**config.mk**
```make
export PLATFORM = sky130hd
export DESIGN_NAME = seq_detect_sched
export DESIGN_NICKNAME = d
export VERILOG_FILES = /design/src/rtl/seq_sched_pkg.sv /design/src/rtl/run_detect.sv /design/src/rtl/seq_detect_sched.sv
export SDC_FILE = /design/constraint.sdc
export NUM_CORES = 1
export LEC_CHECK = 0
export CAP_MARGIN = 5
export CORE_MARGIN = 1.5
export CORE_UTILIZATION = 31
export CTS_BUF_LIST = sky130_fd_sc_hd__clkbuf_4 sky130_fd_sc_hd__clkbuf_8
export CTS_CLUSTER_DIAMETER = 200
export DETAILED_ROUTE_END_ITERATION = 6
export GPL_ROUTABILITY_DRIVEN = 0
export PLACE_DENSITY = 0.63
export SLEW_MARGIN = 20
export SYNTH_ARGS = -nofsm -noshare
export SYNTH_HDL_FRONTEND = slang
export SYNTH_SLANG_ARGS = --single-unit
```
**constraint.sdc**
```tcl
create_clock -name clk -period 3.7 [get_ports clk]
set_input_delay 0.74 -clock clk [delete_from_list [all_inputs] [get_ports clk]]
set_output_delay 0.74 -clock clk [all_outputs]
set_load 0.02 [all_outputs]
```
**src/rtl/seq_sched_pkg.sv**
```systemverilog
// Shared types and the round-robin pick function for the run-of-ones
// detector scheduler.
package seq_sched_pkg;

  typedef enum logic [2:0] {
    IDLE  = 3'd0,
    GRANT = 3'd1,
    SHIFT = 3'd2,
    DRAIN = 3'd3,
    DONE  = 3'd4
  } sched_state_t;

  // Widest requester count the pick function handles.
  localparam int unsigned MAX_REQ = 8;

  // First valid index strictly after ptr, wrapping modulo n.
  // Returns 0 when nothing is valid; callers only use it when |valid.
  function automatic logic [2:0] rr_pick(input logic [MAX_REQ-1:0] valid,
                                         input logic [2:0]         ptr,
                                         input int unsigned        n);
    logic [2:0] win;
    logic       found;
    logic [2:0] idx;
    win   = 3'd0;
    found = 1'b0;
    for (int unsigned i = 1; i <= MAX_REQ; i++) begin
      if (i <= n) begin
        idx = 3'((32'(ptr) + i) % n);
        if (!found && valid[idx]) begin
          win   = idx;
          found = 1'b1;
        end
      end
    end
    return win;
  endfunction

endpackage

```
**src/rtl/run_detect.sv**
```systemverilog
// Registered Moore detector for runs of PAT_W consecutive ones.
// Runs do not overlap: a 1 after a match starts a fresh run.
module run_detect #(
  parameter int unsigned PAT_W = 4
) (
  input  logic clk,
  input  logic reset_n,
  input  logic clr,
  input  logic din,
  output logic match
);

  localparam int unsigned CW = $clog2(PAT_W + 1);

  logic [CW-1:0] run_cnt;

  // Run counter: cleared on clr or a 0, restarts at 1 after a full run.
  always_ff @(posedge clk or negedge reset_n) begin
    if (!reset_n) begin
      run_cnt <= '0;
    end else if (clr || !din) begin
      run_cnt <= '0;
    end else if (run_cnt == CW'(PAT_W)) begin
      run_cnt <= CW'(1);
    end else begin
      run_cnt <= run_cnt + CW'(1);
    end
  end

  assign match = (run_cnt == CW'(PAT_W));

endmodule

```
**src/rtl/seq_detect_sched.sv**
```systemverilog
// Round-robin scheduler sharing one run-of-ones detector among N_REQ
// requesters. A granted frame is shifted LSB-first through the detector and
// the hit count comes back tagged with the requester index.
//
// Handshake: a requester raises req_valid[i] with its frame on its req_data
// slice and holds both until it sees req_ready[i]. req_ready[i] is a
// one-cycle strobe during which the frame is captured; the requester may
// drop or refresh valid/data after that cycle. Dropping valid before the
// grant simply withdraws the request. done_valid is a one-cycle strobe with
// done_id/done_hits stable in that cycle; there is no backpressure on it.
module seq_detect_sched
  import seq_sched_pkg::*;
#(
  parameter int unsigned N_REQ     = 4,
  parameter int unsigned FRAME_LEN = 8,
  parameter int unsigned PAT_W     = 4,
  parameter int unsigned ID_W      = $clog2(N_REQ),
  parameter int unsigned HIT_W     = $clog2(FRAME_LEN + 1)
) (
  input  logic                       clk,
  input  logic                       reset_n,
  input  logic [N_REQ-1:0]           req_valid,
  input  logic [N_REQ*FRAME_LEN-1:0] req_data,
  output logic [N_REQ-1:0]           req_ready,
  output logic                       done_valid,
  output logic [ID_W-1:0]            done_id,
  output logic [HIT_W-1:0]           done_hits,
  output logic                       busy,
  output sched_state_t               dbg_state
);

  localparam int unsigned CNT_W = $clog2(FRAME_LEN + 1);
  localparam logic [CNT_W-1:0] LAST_BIT = CNT_W'(FRAME_LEN - 1);

  sched_state_t           state;
  logic [ID_W-1:0]        rr_ptr;
  logic [ID_W-1:0]        winner;
  logic [ID_W-1:0]        pick;
  logic [FRAME_LEN-1:0]   shreg;
  logic [FRAME_LEN-1:0]   win_data;
  logic [CNT_W-1:0]       bit_cnt;
  logic [HIT_W-1:0]       hit_cnt;
  logic                   det_clr;
  logic                   det_din;
  logic                   det_match;

  assign pick = ID_W'(rr_pick(MAX_REQ'(req_valid), 3'(rr_ptr), N_REQ));

  // Select the latched winner's frame slice for capture in GRANT.
  always_comb begin
    win_data = '0;
    for (int i = 0; i < int'(N_REQ); i++) begin
      if (winner == ID_W'(i)) begin
        win_data = req_data[i*FRAME_LEN +: FRAME_LEN];
      end
    end
  end

  // Only SHIFT feeds real bits; every other state presents 0 so the run
  // counter never sees stale data.
  assign det_clr = (state == GRANT);
  assign det_din = (state == SHIFT) && shreg[0];

  run_detect #(
    .PAT_W (PAT_W)
  ) u_run_detect (
    .clk     (clk),
    .reset_n (reset_n),
    .clr     (det_clr),
    .din     (det_din),
    .match   (det_match)
  );

  // Scheduler FSM with registered strobes and result.
  always_ff @(posedge clk or negedge reset_n) begin
    if (!reset_n) begin
      state      <= IDLE;
      rr_ptr     <= ID_W'(N_REQ - 1);
      winner     <= '0;
      shreg      <= '0;
      bit_cnt    <= '0;
      hit_cnt    <= '0;
      req_ready  <= '0;
      done_valid <= 1'b0;
      done_id    <= '0;
      done_hits  <= '0;
      busy       <= 1'b0;
    end else begin
      req_ready  <= '0;
      done_valid <= 1'b0;
      case (state)
        IDLE: begin
          if (|req_valid) begin
            winner    <= pick;
            req_ready <= N_REQ'(1) << pick;
            busy      <= 1'b1;
            state     <= GRANT;
          end
        end
        GRANT: begin
          shreg   <= win_data;
          rr_ptr  <= winner;
          hit_cnt <= '0;
          bit_cnt <= '0;
          state   <= SHIFT;
        end
        SHIFT: begin
          shreg <= {1'b0, shreg[FRAME_LEN-1:1]};
          if (det_match) hit_cnt <= hit_cnt + HIT_W'(1);
          if (bit_cnt == LAST_BIT) begin
            state <= DRAIN;
          end else begin
            bit_cnt <= bit_cnt + CNT_W'(1);
          end
        end
        DRAIN: begin
          // The last bit's match only becomes visible in this cycle.
          hit_cnt    <= hit_cnt + HIT_W'(det_match);
          done_hits  <= hit_cnt + HIT_W'(det_match);
          done_id    <= winner;
          done_valid <= 1'b1;
          state      <= DONE;
        end
        DONE: begin
          if (|req_valid) begin
            winner    <= pick;
            req_ready <= N_REQ'(1) << pick;
            state     <= GRANT;
          end else begin
            busy  <= 1'b0;
            state <= IDLE;
          end
        end
        default: begin
          busy  <= 1'b0;
          state <= IDLE;
        end
      endcase
    end
  end

  assign dbg_state = state;

endmodule

```
## Word level (Yosys, flattened, before mapping)

Cells that the tools add are included.

| operators by class | value |
|---|---|
| shift operators | 1 |
| $add $sub $neg | 8 |
| multiplexer cells | 36 |
| $lt $le $gt $ge | 4 |
| reduce and logical (&&, ||, !) cells | 21 |
| equal/unequal tests | 14 |
| bitwise gates (word level) | 1 |

Operator list:

| kind | count |
|---|---|
| $mux W8 | 4 |
| $lt A2 B4 Y1 const B | 4 |
| $mux W4 | 4 |
| $pmux W8 S2 | 1 |
| $pmux W3 S5 | 1 |
| $mux W3 | 4 |
| $pmux W4 S3 | 1 |
| $mux W1 | 11 |
| $add A4 B1 Y4 const B | 2 |
| $bmux W1 S2 | 4 |
| $mux W2 | 4 |
| $ne A2 B2 Y1 const B | 4 |
| $pmux W4 S2 | 1 |
| $reduce_and A2 Y1 | 4 |
| $eq A3 B2 Y1 const B | 2 |
| $eq A3 B3 Y1 const B | 2 |
| $add A2 B1 Y2 const B | 2 |
| $add A2 B2 Y2 const B | 2 |
| $add A4 B1 Y4 | 1 |
| $eq A2 B2 Y1 const B | 2 |
| $eq A4 B3 Y1 const B | 1 |
| $logic_and A1 B1 Y1 | 4 |
| $logic_not A1 Y1 | 4 |
| $reduce_or A4 Y1 | 1 |
| 15 further kinds | 15 |

| word-level totals | value |
|---|---|
| output and inout bits | 15 |
| logic and storage cells | 97 |
| bits of input ports | 38 |
| bits in registers | 38 |

## Longest topological paths before layout

Gate-level depths: netlist (run 1).

| logic depth | value |
|---|---|
| depth after elaboration | 16 |
| gate-level depth with buffers | 9 |
| mapped depth without buffers | 9 |

## Cells and area by module

A second synthesis (run 1) with hierarchy kept.

| unflattened totals | value |
|---|---|
| cells, all modules | 194 |
| area, all modules | 2020.7 µm² |

By module, submodules not included:

| module | cells an instance | times used | seq. area each (µm²) | area each (µm²) |
|---|---|---|---|---|
| seq_detect_sched | 179 | 1 | 878.3 | 1860.5 |
| run_detect | 15 | 1 | 75.1 | 160.2 |

## Least setup slack after synthesis (run 1)

No wires, ideal clock.

| path | value |
|---|---|
| kind | register -> register |
| start point | register u_run_detect.run_cnt[0] |
| end point | register hit_cnt[2] |
| data required time | 3631 ps |
| arrival | 1747 ps |
| clock period less this slack | 1816 ps |
| cell stages (with the launch flop) | 10 |
| slack | 1884 ps |
| buffers on the path | 0 |
| library setup time | 69 ps |
| cell sequence | dfrtp_1 -> inv_1 -> ha_1 -> nand2_1 -> inv_1 -> ha_1 -> ha_1 -> mux2i_1 -> or4_1 -> nand3_1 |

| on the way | value |
|---|---|
| cells in the longest elaborated chain, start to end | 3 |
| elaborated cells on any way between the ends | 5 |
| those cells by class | add/sub (1); eq/ne (2); mux (1); reduce/logical (1) |

RTL lines:

| item | RTL line | RTL |
|---|---|---|
| start, declared | run_detect.sv:15 | `logic [CW-1:0] run_cnt;` |
| start signal, assigned | run_detect.sv:26 | `run_cnt <= run_cnt + CW'(1);` |
| $eq A3 B3 Y1 (*) | run_detect.sv:30 | `assign match = (run_cnt == CW'(PAT_W));` |
| $add A4 B1 Y4 or $ne A2 B2 Y1 (tied branches) | n/a |  |
| $pmux W4 S3 or $reduce_and A2 Y1 (tied branches) | n/a |  |
| end signal, assigned | seq_detect_sched.sv:109 | `if (det_match) hit_cnt <= hit_cnt + HIT_W'(1);` |
| end signal, assigned | seq_detect_sched.sv:118 | `hit_cnt <= hit_cnt + HIT_W'(det_match);` |
| end, declared | seq_detect_sched.sv:42 | `logic [HIT_W-1:0] hit_cnt;` |

Mark *: on every way between the ends. The rest lies on a longest branch, timed or not.
A chain may end at the register's enable or synchronous reset.

## Final worst setup path (run 1)

| path | value |
|---|---|
| start point | register state[0] (netlist: dbg_state[0]) |
| end point | output dbg_state[0] |

RTL lines:

| item | RTL line | RTL |
|---|---|---|
| start, declared | seq_detect_sched.sv:35 | `sched_state_t state;` |
| start signal, assigned | seq_detect_sched.sv:77 | `state <= IDLE;` |
| start signal, assigned | seq_detect_sched.sv:97 | `state <= GRANT;` |
| start signal, assigned | seq_detect_sched.sv:105 | `state <= SHIFT;` |
| end, declared | seq_detect_sched.sv:29 | `output sched_state_t dbg_state` |

No word-level cell between the ends.

==> results of run 1 <==
-- layout by cell type (no fill, tap or decap), types with 3 or more instances in the layout --
cell type                         instances
sky130_fd_sc_hd__nand3_1                  3
sky130_fd_sc_hd__nand2_1                 11
sky130_fd_sc_hd__nor3b_1                  3
sky130_fd_sc_hd__ha_1                     6
sky130_fd_sc_hd__dfrtp_1                 36
sky130_fd_sc_hd__mux2i_1                  5
sky130_fd_sc_hd__mux4_2                   7
sky130_fd_sc_hd__and2_0                   7
sky130_fd_sc_hd__nor2_1                   5
sky130_fd_sc_hd__inv_1                   10
sky130_fd_sc_hd__o211ai_1                 3
sky130_fd_sc_hd__a21oi_1                  3
sky130_fd_sc_hd__clkdlybuf4s50_1         51
sky130_fd_sc_hd__o21ai_1                  9
sky130_fd_sc_hd__nand2b_1                 6
sky130_fd_sc_hd__a221o_1                  7
sky130_fd_sc_hd__a31oi_1                  3
sky130_fd_sc_hd__clkbuf_8                 8
sky130_fd_sc_hd__or3b_1                   3
sky130_fd_sc_hd__mux2_1                   4
-- registers in the layout, indices dropped and copies added (netlist names), 3 cells and up --
register,count
done_hits,4
req_ready,4
shreg,8
dbg_state,3
u_run_detect.run_cnt,3
hit_cnt,4
bit_cnt,4
-- worst min path at each step --
stage                                                  from                           endpoint  slack [ns]  cells past startpoint
final                     u_run_detect.run_cnt[0]$_DFF_PN0_  u_run_detect.run_cnt[0]$_DFF_PN0_        0.48                      1
after global routing      u_run_detect.run_cnt[0]$_DFF_PN0_  u_run_detect.run_cnt[0]$_DFF_PN0_        0.50                      1
after detailed placement  u_run_detect.run_cnt[0]$_DFF_PN0_  u_run_detect.run_cnt[0]$_DFF_PN0_        0.47                      1
after floorplan                                     reset_n             bit_cnt[0]$_DFFE_PN0P_        0.44                      0
after CTS                 u_run_detect.run_cnt[0]$_DFF_PN0_  u_run_detect.run_cnt[0]$_DFF_PN0_        0.48                      1
after global placement    u_run_detect.run_cnt[0]$_DFF_PN0_  u_run_detect.run_cnt[0]$_DFF_PN0_        0.47                      1
-- logic make-up after synthesis --
family	Yosys count
AO/OA/AOI/OAI	42
XOR/XNOR	2
adder cells (fa/ha/maj)	7
buffers and inverters	21
flip-flops	38
multiplexers	17
AND/OR/NAND/NOR	52
-- worst register-to-register path, delay by kind of cell, from the launching register on --
kind / cells / cell delay [ns]
multiplexers: 1 / 0.09
AND/OR/NAND/NOR: 3 / 0.71
buffers and inverters: 2 / 0.13
flip-flops: 1 / 0.40
adder cells (fa/ha/maj): 3 / 0.61
-- final cells by class --
type / instances / area, um^2 / share of cell area, %
multi-input cells: 120 / 1010 / 37.0
flip-flops and latches: 38 / 953 / 34.8
repair buffers: 54 / 531 / 19.4
clock buffers: 8 / 110 / 4.02
well taps: 77 / 96.3 / 3.51
inverters: 10 / 37.5 / 1.37
-- routing by layer --
metal	vias to the layer above	GRT usage, %
met1	773	18.4
li1	769	-
met3	8	3.54
met2	25	22.7
met4	0	5.57
met5	-	0
-- through the flow --
stage	instance area, um^2	setup slack [ns]	instances
floorplan	2060	1.88	179
global placement	2630	1.42	299
CTS	2740	1.19	307
global route	2740	1.11	307
finish	2740	1.20	307
detailed placement	2630	1.36	299
-- power breakdown --
group | switching (W) | total (W) | internal, W | leakage, nW
registers | 0.000201 | 0.000773 | 0.000573 | 0.490
logic | 0.000383 | 0.000829 | 0.000446 | 0.627
clock network | 0.000144 | 0.000332 | 0.000188 | 0.0575
==> impl.org, run 1 <==
** GRT
- The initial antenna violation count is 0.
- GRT overflow :: 0
- Global routing consumed, over all layers together, between 10 and 15% of the routing resources.
- Largest net degree at the start of global routing :: 39
- Global-route wire length before repair :: 7.96 mm
- The number of global-route vias before repair was between 1,500 and 2,000.

** Worst setup path
- Among cell families on the critical path, the largest total delay comes from flip-flops.
- In this run the number of cells on the critical path is 1.
- The worst setup path is captured at an output port.
- Together, buffers and inverters on the worst path number 1.
- Cell with the largest stage delay on the worst path :: sky130_fd_sc_hd__dfrtp_1
- Worst setup path startpoint :: dbg_state[0]$_DFFE_PN0P_
- Peak fanout along the critical path :: 17
- At the worst endpoint, the required time is 2.96 ns.
- The worst setup path is launched from a register.
- R2R cell count :: 9
- Worst setup path endpoint :: dbg_state[0]
- For this run, the slowest stage of the critical path takes 0.74 ns.
- Traced cell by cell, the critical path runs through clkdlybuf4s50_1.
- Worst flop-to-flop path startpoint :: u_run_detect.run_cnt[0]$_DFF_PN0_
- Data on the critical path arrives at its endpoint at between 1.5 and 2 ns.
- The setup check on the worst reg-to-reg path leaves a slack of around 1.7 ns.
- The worst register-to-register path ends at hit_cnt[2]$_DFFE_PN0P_.
- Worst setup path class :: reg2out

** Power and ir drop
- Leak Pwr :: about 1.2 nW
- Total power for the finished layout comes to between 0.0015 and 0.002 W.
- Ratio of total power to cell area :: 705 mW/mm^2
- Across the VDD grid, the largest voltage drop is 0.272 mV.

** Synthesis
- Of the total synthesized cell area, the portion taken by AND, OR, NAND and NOR gates is 15.5%.
- Share of synthesized area occupied by flip-flops and latches :: roughly 46%
- Ranked by instance count, the synthesized netlist is headed by sky130_fd_sc_hd__dfrtp_1 (36), sky130_fd_sc_hd__nand2_1 (11), sky130_fd_sc_hd__inv_1 (10).
- Multiplexer cells account for 13.5% of the synthesized area.
- Synth top area share :: 43.7%
- Yosys warning count :: 0
- Async set or reset register ratio after synthesis :: 100%
- The synthesized netlist devotes between 4 and 5% of its cell area to adder and majority cells.
- Each instance of the synthesized netlist takes up on average around 12 um^2.
- In this run, synthesis produced a sequential element count of 38.
- The cell count after synthesis came out at 179.
- Leading cell type by number of instances after synthesis :: sky130_fd_sc_hd__dfrtp_1
- Summed over all instances, the cell type with the most area after synthesis is sky130_fd_sc_hd__dfrtp_1.
- After synthesis, the largest family of logic cells by area is simple AND/OR/NAND/NOR gates.
- Post-synth design cell area :: 0.00206 mm^2
- Net Count, Synth :: between 200 and 250
- In the synthesized netlist the dominant register cell turns out to be sky130_fd_sc_hd__dfrtp_1.
- Cell types occupying the most area after synthesis :: sky130_fd_sc_hd__dfrtp_1 (44%), sky130_fd_sc_hd__mux4_2 (7.6%), sky130_fd_sc_hd__ha_1 (3.6%), sky130_fd_sc_hd__a221o_1 (3.4%), sky130_fd_sc_hd__dfstp_2 (2.5%)
- Number of synthesized flops with an enable pin :: 0
- Xor-xnor portion of the synthesized cell area :: 0.850%
- Synthesis instantiated 52 different standard cells from the library.
- Synth Area in Compound Gates :: 15.1%

** Floorplan
- X dimension of the die :: 84.6 um
- For this configuration, the core starts out at a cell density of 32.3%.
- Die height :: 84.6 um
- Std-Cell Core Area :: around 0.0064 mm^2
- 53 I/O pins were placed.
- Full die area :: 0.00715 mm^2
- In this run the core area contains 29 standard-cell rows.

** Detailed routing
- In the routed layout, each cell is associated on average with a via count of 5.13.
- In the detailed route, the total length drawn on met2 is approximately 2.2 mm.
- DRC :: 0
- After detailed routing, the met3 layer carries 165 um of wire.
- Top layer in use :: met4
- Wire length the detailed router placed on met1 :: 1.99 mm
- Wire length per cell after detailed routing :: 14.5 um
- After detailed routing, the total wire length is about 4.5 mm.
- Vias post-DR :: approximately 1,600
- Total iterations of the first detailed-routing run :: 4
- After the first detailed-routing iteration, the DRC count stood at 64.
- Antenna-violating nets left :: 0

** Timing
- Maximum operating frequency :: 0.400 GHz
- Endpoints failing setup :: 0
- The final critical path takes up 67.5% of the cycle.
- Post-Route Skew :: 0.00463 ns
- For the pin with the worst max-slew slack, the measured transition is 0.835 ns.
- The final hold violation count is 0.
- Setup repair after global routing missed its margin :: no
- Relative slew slack :: 44.3%
- Final Critical Period :: approximately 2.5 ns
- Final Hold Slack :: 0.482 ns
- Final Max Slew Viols :: 0
- After routing, the total negative slack on setup checks comes to 0 ns.

** Clock network
- Skew-Pair Late Insertion Delay :: 0.29 ns
- Count of H-tree levels built during CTS :: 2
- Post-CTS timing repair inserted 0 buffers for setup.
- The tree built by TritonCTS fans out to 38 sinks.
- CTS tree :: built
- Total clock buffers created by CTS :: 5
- The number of hold buffers added after CTS was 0.
- Once the clock tree was built, the resizer swapped 0 gates to a different size.
- Clock transition time at the flip-flop clock pins of the worst setup and hold paths :: 0.07 ns
- Deepest clock path buffer count :: 2
- CTS Root Cell :: sky130_fd_sc_hd__clkbuf_8

** Placed design
- The wire-length estimate of the detail-placed layout is ~3.3 mm.
- In this run the tool buffered the top-level ports with 52 buffer cells.

** Cells and area
- For this run, the post-layout net count is 273.
- Measured on the finished design, the core utilization comes to a little over two fifths.
- The repair_antennas step left the layout with diodes totalling 0.
- From synthesis to final layout, the design area changed by 32.9%.
- The filler cells instantiated in the layout total 619.
- Layout cell share with drive strength beyond 1 :: approximately a tenth

** Job
- Count of maximum capacitance violations :: 0

** Outcome
- Status :: complete, no violations

** Hold path
- Class of the tightest hold or removal check :: reg2reg
No activity file was read; power rests on OpenSTA's default activity.
==> inputs of run 2 (changes only) <==
==> constraint.sdc (replaced) <==
create_clock -name clk -period 2.35 [get_ports clk]
set_input_delay 0.47 -clock clk [delete_from_list [all_inputs] [get_ports clk]]
set_output_delay 0.47 -clock clk [all_outputs]
set_load 0.02 [all_outputs]
==> impl.org, run 2 (synthesis results as in run 1) <==
** Outcome
- Status: complete, no violations (unchanged).

** Worst setup path
- R2r endpoint :: hit_cnt[2]$_DFFE_PN0P_ (unchanged)
- Worst-path cell chain :: clkdlybuf4s50_1 (unchanged)
- Slowest cell delay on critical path :: 0.72 ns (was 0.74 ns)
- Register-to-Register Setup Slack :: 0.37 ns (was 1.70 ns)
- Crit path buf inv count :: 1 (unchanged)
- The launch instance of the worst register-to-register path is u_run_detect.run_cnt[0]$_DFF_PN0_ (unchanged).
- The category of the worst setup path launch point was a register (unchanged).
- Worst path top cell family by delay :: buffers and inverters (was flip-flops)
- Sort of element at the end of the critical path :: output port (unchanged)
- The worst endpoint data arrival time was 1.66 ns (was 1.76 ns).
- The critical setup path kind was reg2out (unchanged).
- The depth of the worst register-to-register path was 9 (unchanged).
- The largest fanout on the critical path was 16 (was 17).
- The required time at the worst-slack endpoint is 1.88 ns (was 2.96 ns).
- The critical path's slowest cell is sky130_fd_sc_hd__clkdlybuf4s50_1 (was sky130_fd_sc_hd__dfrtp_1).

** Cells and area
- Top library cells by usage in the layout, fill and taps aside: sky130_fd_sc_hd__clkdlybuf4s50_1 (51), sky130_fd_sc_hd__dfrtp_1 (36), sky130_fd_sc_hd__nand2_1 (11) (unchanged).
- Area grow syn2layout :: 34.6% (was 32.9%)
- Layout cell share with drive strength beyond 1 :: 12.0% (was 10.4%)
- The number of flip-flops under the largest register name is 8 (unchanged).
- The combined flip-flop and latch cell area was 953 um^2 (unchanged).
- The register with the highest flop count is shreg (unchanged).
- The antenna diode count came to 0 (unchanged).
- Number of fill cells :: 619 (unchanged)
- Final standard cell utilization of the core :: 43.5% (was 42.9%)
- Area of combinational cells with multiple inputs :: 0.00101 mm^2 (unchanged)
- NumNets Final :: 277 (was 273)
- Post-layout instance count excluding filler cells :: 311 (was 307)
- Commonest non-fill, non-tap cell in the layout :: sky130_fd_sc_hd__clkdlybuf4s50_1 (unchanged)

** Detailed routing
- The post-route antenna net violation count was 0 (unchanged).
- The total number of vias was 1,586 (was 1,575).
- The overall routed net length is 4.44 mm (was 4.45 mm).
- The via density per instance is 5.10 (was 5.13).
- Wire length per cell after detailed routing :: 14.3 um (was 14.5 um)
- The detailed-routing iteration count for the pre-antenna-repair pass was 4 (unchanged).
- DRC :: 0 (unchanged)
- Violation count after the first detailed-route iteration :: 87 (was 64)

** Timing
- The worst slew margin relative to its limit came to 60.1% (was 44.3%).
- The transition time of the tightest slew-check pin came to 0.596 ns (was 0.835 ns).
- Setup repair after global routing missed its margin: no (unchanged).
- Post-Route Skew :: 0.00664 ns (was 0.00463 ns)
- The final-layout setup total negative slack was 0 ns (unchanged).
- Endpoints failing setup :: 0 (unchanged)
- Final Critical Period :: 2.13 ns
- The final hold violation count came to 0 (unchanged).
- The final max-slew violation count was 0 (unchanged).
- Maximum operating frequency :: 0.469 GHz
- Portion of the clock cycle consumed by the worst path in the final layout :: 90.8%

** Floorplan
- Effective utilization at floorplan :: 32.3% (unchanged)
- Placement row count :: 29 (unchanged)
- Full die area :: 0.00715 mm^2 (unchanged)
- The area inside the core boundary is 0.00639 mm^2 (unchanged).
- The die outline width is 84.6 um (unchanged).
- Die height :: 84.6 um (unchanged)
- The count of boundary I/O pins was 53 (unchanged).

** Placed design
- The count of buffers inserted at the top-level ports was 52 (unchanged).
- The placed cell count is 303 (was 299).
- The HPWL after detailed placement came to 3.42 mm (was 3.30 mm).

** Clock network
- The hold buffer count at CTS came to 0 (unchanged).
- The clock latency on the worst-skew pair was 0.29 ns (about the same).
- CTS Root Cell :: sky130_fd_sc_hd__clkbuf_8 (unchanged)
- The clock slew seen by the registers of the worst setup and hold paths came to 0.08 ns (was 0.07 ns).
- Count of H-tree levels built during CTS :: 2 (unchanged)
- The clock sink count came to 38 (unchanged).
- Deepest clock path buffer count :: 2 (unchanged)
- Total clock buffers created by CTS :: 5 (unchanged)
- The clock tree from TritonCTS is built (unchanged).
- Quantity of gates resized following cts :: 0 (unchanged)
- Post-CTS Setup Repair Bufs :: 0 (unchanged)

** GRT
- The number of global-route vias before repair was 1,675 (was 1,629).
- The first-pass GRT wire length came to 7.97 mm (was 7.96 mm).
- The initial antenna violation count was 0 (unchanged).
- Tot GR Track Use :: 13.8% (was 14.1%)
- The pin count of the biggest net entering global routing is 21 (was 39).
- GRT overflow :: 0 (unchanged)

** Hold path
- The class of the tightest hold or removal check is in2async (was reg2reg).

** Power and ir drop
- Leak Pwr :: 1.19 nW (was 1.17 nW)
- The maximum vdd ir drop came to 0.405 mV (was 0.272 mV).
- The power density over cell area came to 1120 mW/mm^2 (was 705 mW/mm^2).

** Job
- The max-cap check violation count was 0 (unchanged).
-- run 2: worst max-delay path by stage --
stage | startpoint | to | slack, ns | depth (start not counted)
2_1_floorplan | u_run_detect.run_cnt[0]$_DFF_PN0_ | hit_cnt[2]$_DFFE_PN0P_ | 0.53 | 9
3_3_place_gp | req_valid[1] | busy$_DFFE_PN0P_ | 0.35 | 4
3_5_place_dp | req_valid[1] | busy$_DFFE_PN0P_ | 0.29 | 4
4_1_cts | dbg_state[2]$_DFFE_PN0P_ | dbg_state[2] | 0.21 | 1
5_1_grt | dbg_state[2]$_DFFE_PN0P_ | dbg_state[2] | 0.16 | 1
6_report | dbg_state[2]$_DFFE_PN0P_ | dbg_state[2] | 0.22 | 1
-- run 2: power breakdown --
group	switching [W]	internal (W)
sequential	0.000275	0.000902
combinational	0.000654	0.000728
clock	0.000218	0.000341
total	0.00115	0.00197
-- run 2: through the flow --
step	hold slack (ns)	power, W	instance area, um^2	setup slack, ns
floorplan	0.174	0.00210	2060	0.534
global placement	0.436	0.00258	2660	0.351
detailed placement	0.441	0.00259	2660	0.288
CTS	0.123	0.00316	2780	0.211
global route	0.146	0.00336	2780	0.162
finish	0.114	0.00312	2780	0.217
-- run 2: cell type report --
class | instances | share of cell area (%)
tap | 77 | 3.47
inverter | 10 | 1.35
multi-input combinational | 120 | 36.5
clock buffer | 7 | 3.02
clock inverter | 1 | 1.08
timing repair buffer | 58 | 20.2
sequential | 38 | 34.4
-- run 2: per-layer routing --
metal | up-vias | GRT usage (%) | part of all wire, %
li1 | 784 | - | -
met1 | 767 | 17.9 | 46
met2 | 27 | 22.4 | 49
met3 | 8 | 2.75 | 3.2
met4 | 0 | 5.57 | 2.4
met5 | - | 0 | 0
-- run 2: worst reg2reg max path, delay by kind of cell, from the launching register on --
kind	cells	cell delay [ns]
DFF	1	0.40
adders and majority gates	3	0.59
muxes	1	0.10
buffers and inverters	2	0.13
and+or+nand+nor	3	0.70
==> inputs of run 3 (changes only) <==
--- a/config.mk
+++ b/config.mk
@@ -13,6 +13,7 @@
 export DETAILED_ROUTE_END_ITERATION = 6
 export GPL_ROUTABILITY_DRIVEN = 0
 export PLACE_DENSITY = 0.63
+export RECOVER_POWER = 25
 export SLEW_MARGIN = 20
 export SYNTH_ARGS = -nofsm -noshare
 export SYNTH_HDL_FRONTEND = slang
==> constraint.sdc (replaced) <==
create_clock -name clk -period 2.5 [get_ports clk]
set_input_delay 0.5 -clock clk [delete_from_list [all_inputs] [get_ports clk]]
set_output_delay 0.5 -clock clk [all_outputs]
set_load 0.02 [all_outputs]
==> impl.org, run 3 (synthesis results as in run 1) <==
** Clock network
- The clock latency on the worst-skew pair was 0.29 ns (about the same).
- The post-CTS resize count was 0 (unchanged).
- The hold buffer count at CTS came to 0 (unchanged).
- The clock slew seen by the registers of the worst setup and hold paths is 0.08 ns (about the same).
- CTS sink count :: 38 (unchanged)
- The root cell of the clock tree was sky130_fd_sc_hd__clkbuf_8 (unchanged).
- The clock tree from TritonCTS was built (unchanged).
- Count of H-tree levels built during CTS :: 2 (unchanged)
- The count of buffers added by post-CTS timing repair for setup was 0 (unchanged).
- Deepest clock path buffer count :: 2 (unchanged)
- Total clock buffers created by CTS :: 5 (unchanged)

** Detailed routing
- The violation count after the first detailed-routing iteration is 67 (was 87).
- The detailed-route wire length per cell came to 14.7 um (was 14.3 um).
- Wirelength, routed :: 4.55 mm (was 4.44 mm)
- DRC :: 0 (unchanged)
- Antenna-violating nets left :: 0 (unchanged)
- Routed via count divided by cell count :: 5.15 (was 5.10)
- Total iterations of the first detailed-routing run :: 4 (unchanged)
- Vias post-DR :: 1,597 (was 1,586)

** Cells and area
- # diodes :: 0 (unchanged)
- The layout overhead on the synthesized area was 35.6% (was 34.6%).
- The final-stage net count is 276 (was 277).
- Commonest non-fill, non-tap cell in the layout :: sky130_fd_sc_hd__clkdlybuf4s50_1 (unchanged)
- Layout cell share with drive strength beyond 1 :: 11.6% (was 12.0%)
- Top library cells by usage in the layout, fill and taps aside: sky130_fd_sc_hd__clkdlybuf4s50_1 (51), sky130_fd_sc_hd__dfrtp_1 (36), sky130_fd_sc_hd__nand2_1 (11) (unchanged).
- The number of flip-flops under the largest register name is 8 (unchanged).
- Final standard cell utilization of the core :: 43.8% (was 43.5%)
- Largest reg by FF count :: shreg (unchanged)

** Worst setup path
- Sort of element at the end of the critical path :: output port (unchanged)
- Worst setup path class :: reg2out (unchanged)
- Slowest cell delay on critical path :: 0.73 ns (was 0.72 ns)
- The required time at the worst-slack endpoint is 2.00 ns (was 1.88 ns).
- Peak fanout along the critical path :: 16 (unchanged)
- The critical path's slowest cell is sky130_fd_sc_hd__clkdlybuf4s50_1 (unchanged).
- CP arrival :: 1.67 ns (was 1.66 ns)
- Startpoint Class :: register (unchanged)
- Crit path buf inv count :: 1 (unchanged)
- Worst-path cell chain: clkdlybuf4s50_1 (unchanged).
- The gate family responsible for the most delay along the worst path is buffers and inverters (unchanged).

** Power and ir drop
- Portion of total power attributed to combinational logic :: 42.1% (was 44.3%)
- The power dissipated by switching net loads is 0.00111 W (was 0.00115 W).
- The power density over cell area was 1100 mW/mm^2 (was 1120 mW/mm^2).
- The clock share of power came to 21.3% (was 17.9%).
- The total internal power is 0.00196 W (was 0.00197 W).
- Switching part of the total power :: 36.1% (was 36.8%)
- The sequential cell fraction of total power is 36.5% (was 37.8%).
- The total chip power is 0.00306 W (was 0.00312 W).
- The leakage component of the power is 1.20 nW (was 1.19 nW).
- Worst supply voltage drop on vdd :: 0.472 mV (was 0.405 mV)

** Timing
- Of the available clock period, the critical path in the final layout requires 86.9%.
- The final-layout setup total negative slack came to 0 ns (unchanged).
- Setup repair after global routing missed its margin :: no (unchanged)
- The final hold violation count came to 0 (unchanged).
- The transition time of the tightest slew-check pin is 0.840 ns (was 0.596 ns).
- The count of final setup violators is 0 (unchanged).
- The worst slew margin relative to its limit came to 44.0% (was 60.1%).
- Post-Route Skew :: 0.00842 ns (was 0.00664 ns)
- Final Critical Period :: 2.17 ns
- Final Max Slew Viols :: 0 (unchanged)
- Timing would allow up to about 0.46 GHz.

** Placed design
- The count of buffers inserted at the top-level ports is 52 (unchanged).
- Final HPWL from detailed placement :: 3.37 mm (was 3.42 mm)

** Floorplan
- Std-Cell Core Area :: 0.00639 mm^2 (unchanged)
- The die area was 0.00715 mm^2 (unchanged).
- Die height :: 84.6 um (unchanged)
- The effective utilization at floorplan came to 32.3% (unchanged).
- The die outline width is 84.6 um (unchanged).
- The total number of placement rows was 29 (unchanged).
- Boundary Pins :: 53 (unchanged)

** GRT
- Largest net degree at the start of global routing :: 39 (was 21)
- The number of global-route vias before repair came to 1,654 (was 1,675).
- Antenna violations before repair :: 0 (unchanged)
- The remaining global-route overflow was 0 (unchanged).
- Global-route wire length before repair :: 8.07 mm (was 7.97 mm)
- The global routing usage summed across all routing layers was 14.1% (was 13.8%).

** Hold path
- The class of the tightest hold or removal check was in2async (unchanged).

** Job
- The max-cap check violation count was 0 (unchanged).

** Outcome
- Status: complete, no violations (unchanged).
==> run 3: cell types whose count changed in the layout (fill, tap and decap cells not counted) <==
cell | before | now
sky130_fd_sc_hd__clkbuf_4 | 2 | 0
sky130_fd_sc_hd__clkbuf_8 | 5 | 6
sky130_fd_sc_hd__buf_4 | 6 | 5
sky130_fd_sc_hd__bufinv_16 | 1 | 2
==> run 3: final timing paths <==
kind / to / depth (start not counted) / from / slack [ns]
max: dbg_state[2] / 1 / dbg_state[2]$_DFFE_PN0P_ / 0.33
min: done_id[1]$_DFFE_PN0P_ / 1 / reset_n / 0.30
max reg2reg: hit_cnt[2]$_DFFE_PN0P_ / 9 / u_run_detect.run_cnt[0]$_DFF_PN0_ / 0.54
min reg2reg: u_run_detect.run_cnt[0]$_DFF_PN0_ / 1 / u_run_detect.run_cnt[0]$_DFF_PN0_ / 0.48
max in group asynchronous: done_hits[3]$_DFFE_PN0P_ / 1 / reset_n / 1.66
min in group clk: u_run_detect.run_cnt[0]$_DFF_PN0_ / 1 / u_run_detect.run_cnt[0]$_DFF_PN0_ / 0.48
==> run 3: stage by stage <==
| stage | std cells | setup slack, ns | cell area, um^2 | hold WS (ns) |
|---|---|---|---|---|
| 2_1_floorplan | 179 | 0.684 | 2060 | 0.204 |
| 3_3_place_gp | 302 | 0.469 | 2650 | 0.461 |
| 3_5_place_dp | 302 | 0.391 | 2650 | 0.472 |
| 4_1_cts | 310 | 0.293 | 2800 | 0.335 |
| 5_1_grt | 310 | 0.224 | 2800 | 0.378 |
| 6_report | 310 | 0.326 | 2800 | 0.304 |
==> run 3: routing by layer <==
metal	track usage [%]	routed length, um
met5	0	0
met4	4.99	75
met3	3.34	129
met2	22.7	2220
met1	18.7	2130
==> run 3: final cells by class <==
| type | count | area [um^2] |
|---|---|---|
| clock buffers | 6 | 82.6 |
| clock inverters | 2 | 60.1 |
| fillers | 604 | 3590 |
| inverters | 10 | 37.5 |
| multi-input cells | 120 | 1010 |
| flip-flops and latches | 38 | 953 |
| well taps | 77 | 96.3 |
| repair buffers | 57 | 553 |
==> run 3: power by group through the flow <==
stage	logic (W)	clock network [W]	registers (W)
floorplan	0.000892	0	0.00108
global placement	0.00129	0	0.00114
detailed placement	0.00131	0	0.00114
CTS	0.00131	0.000662	0.00113
global route	0.00142	0.000691	0.00117
finish	0.00129	0.000653	0.00112
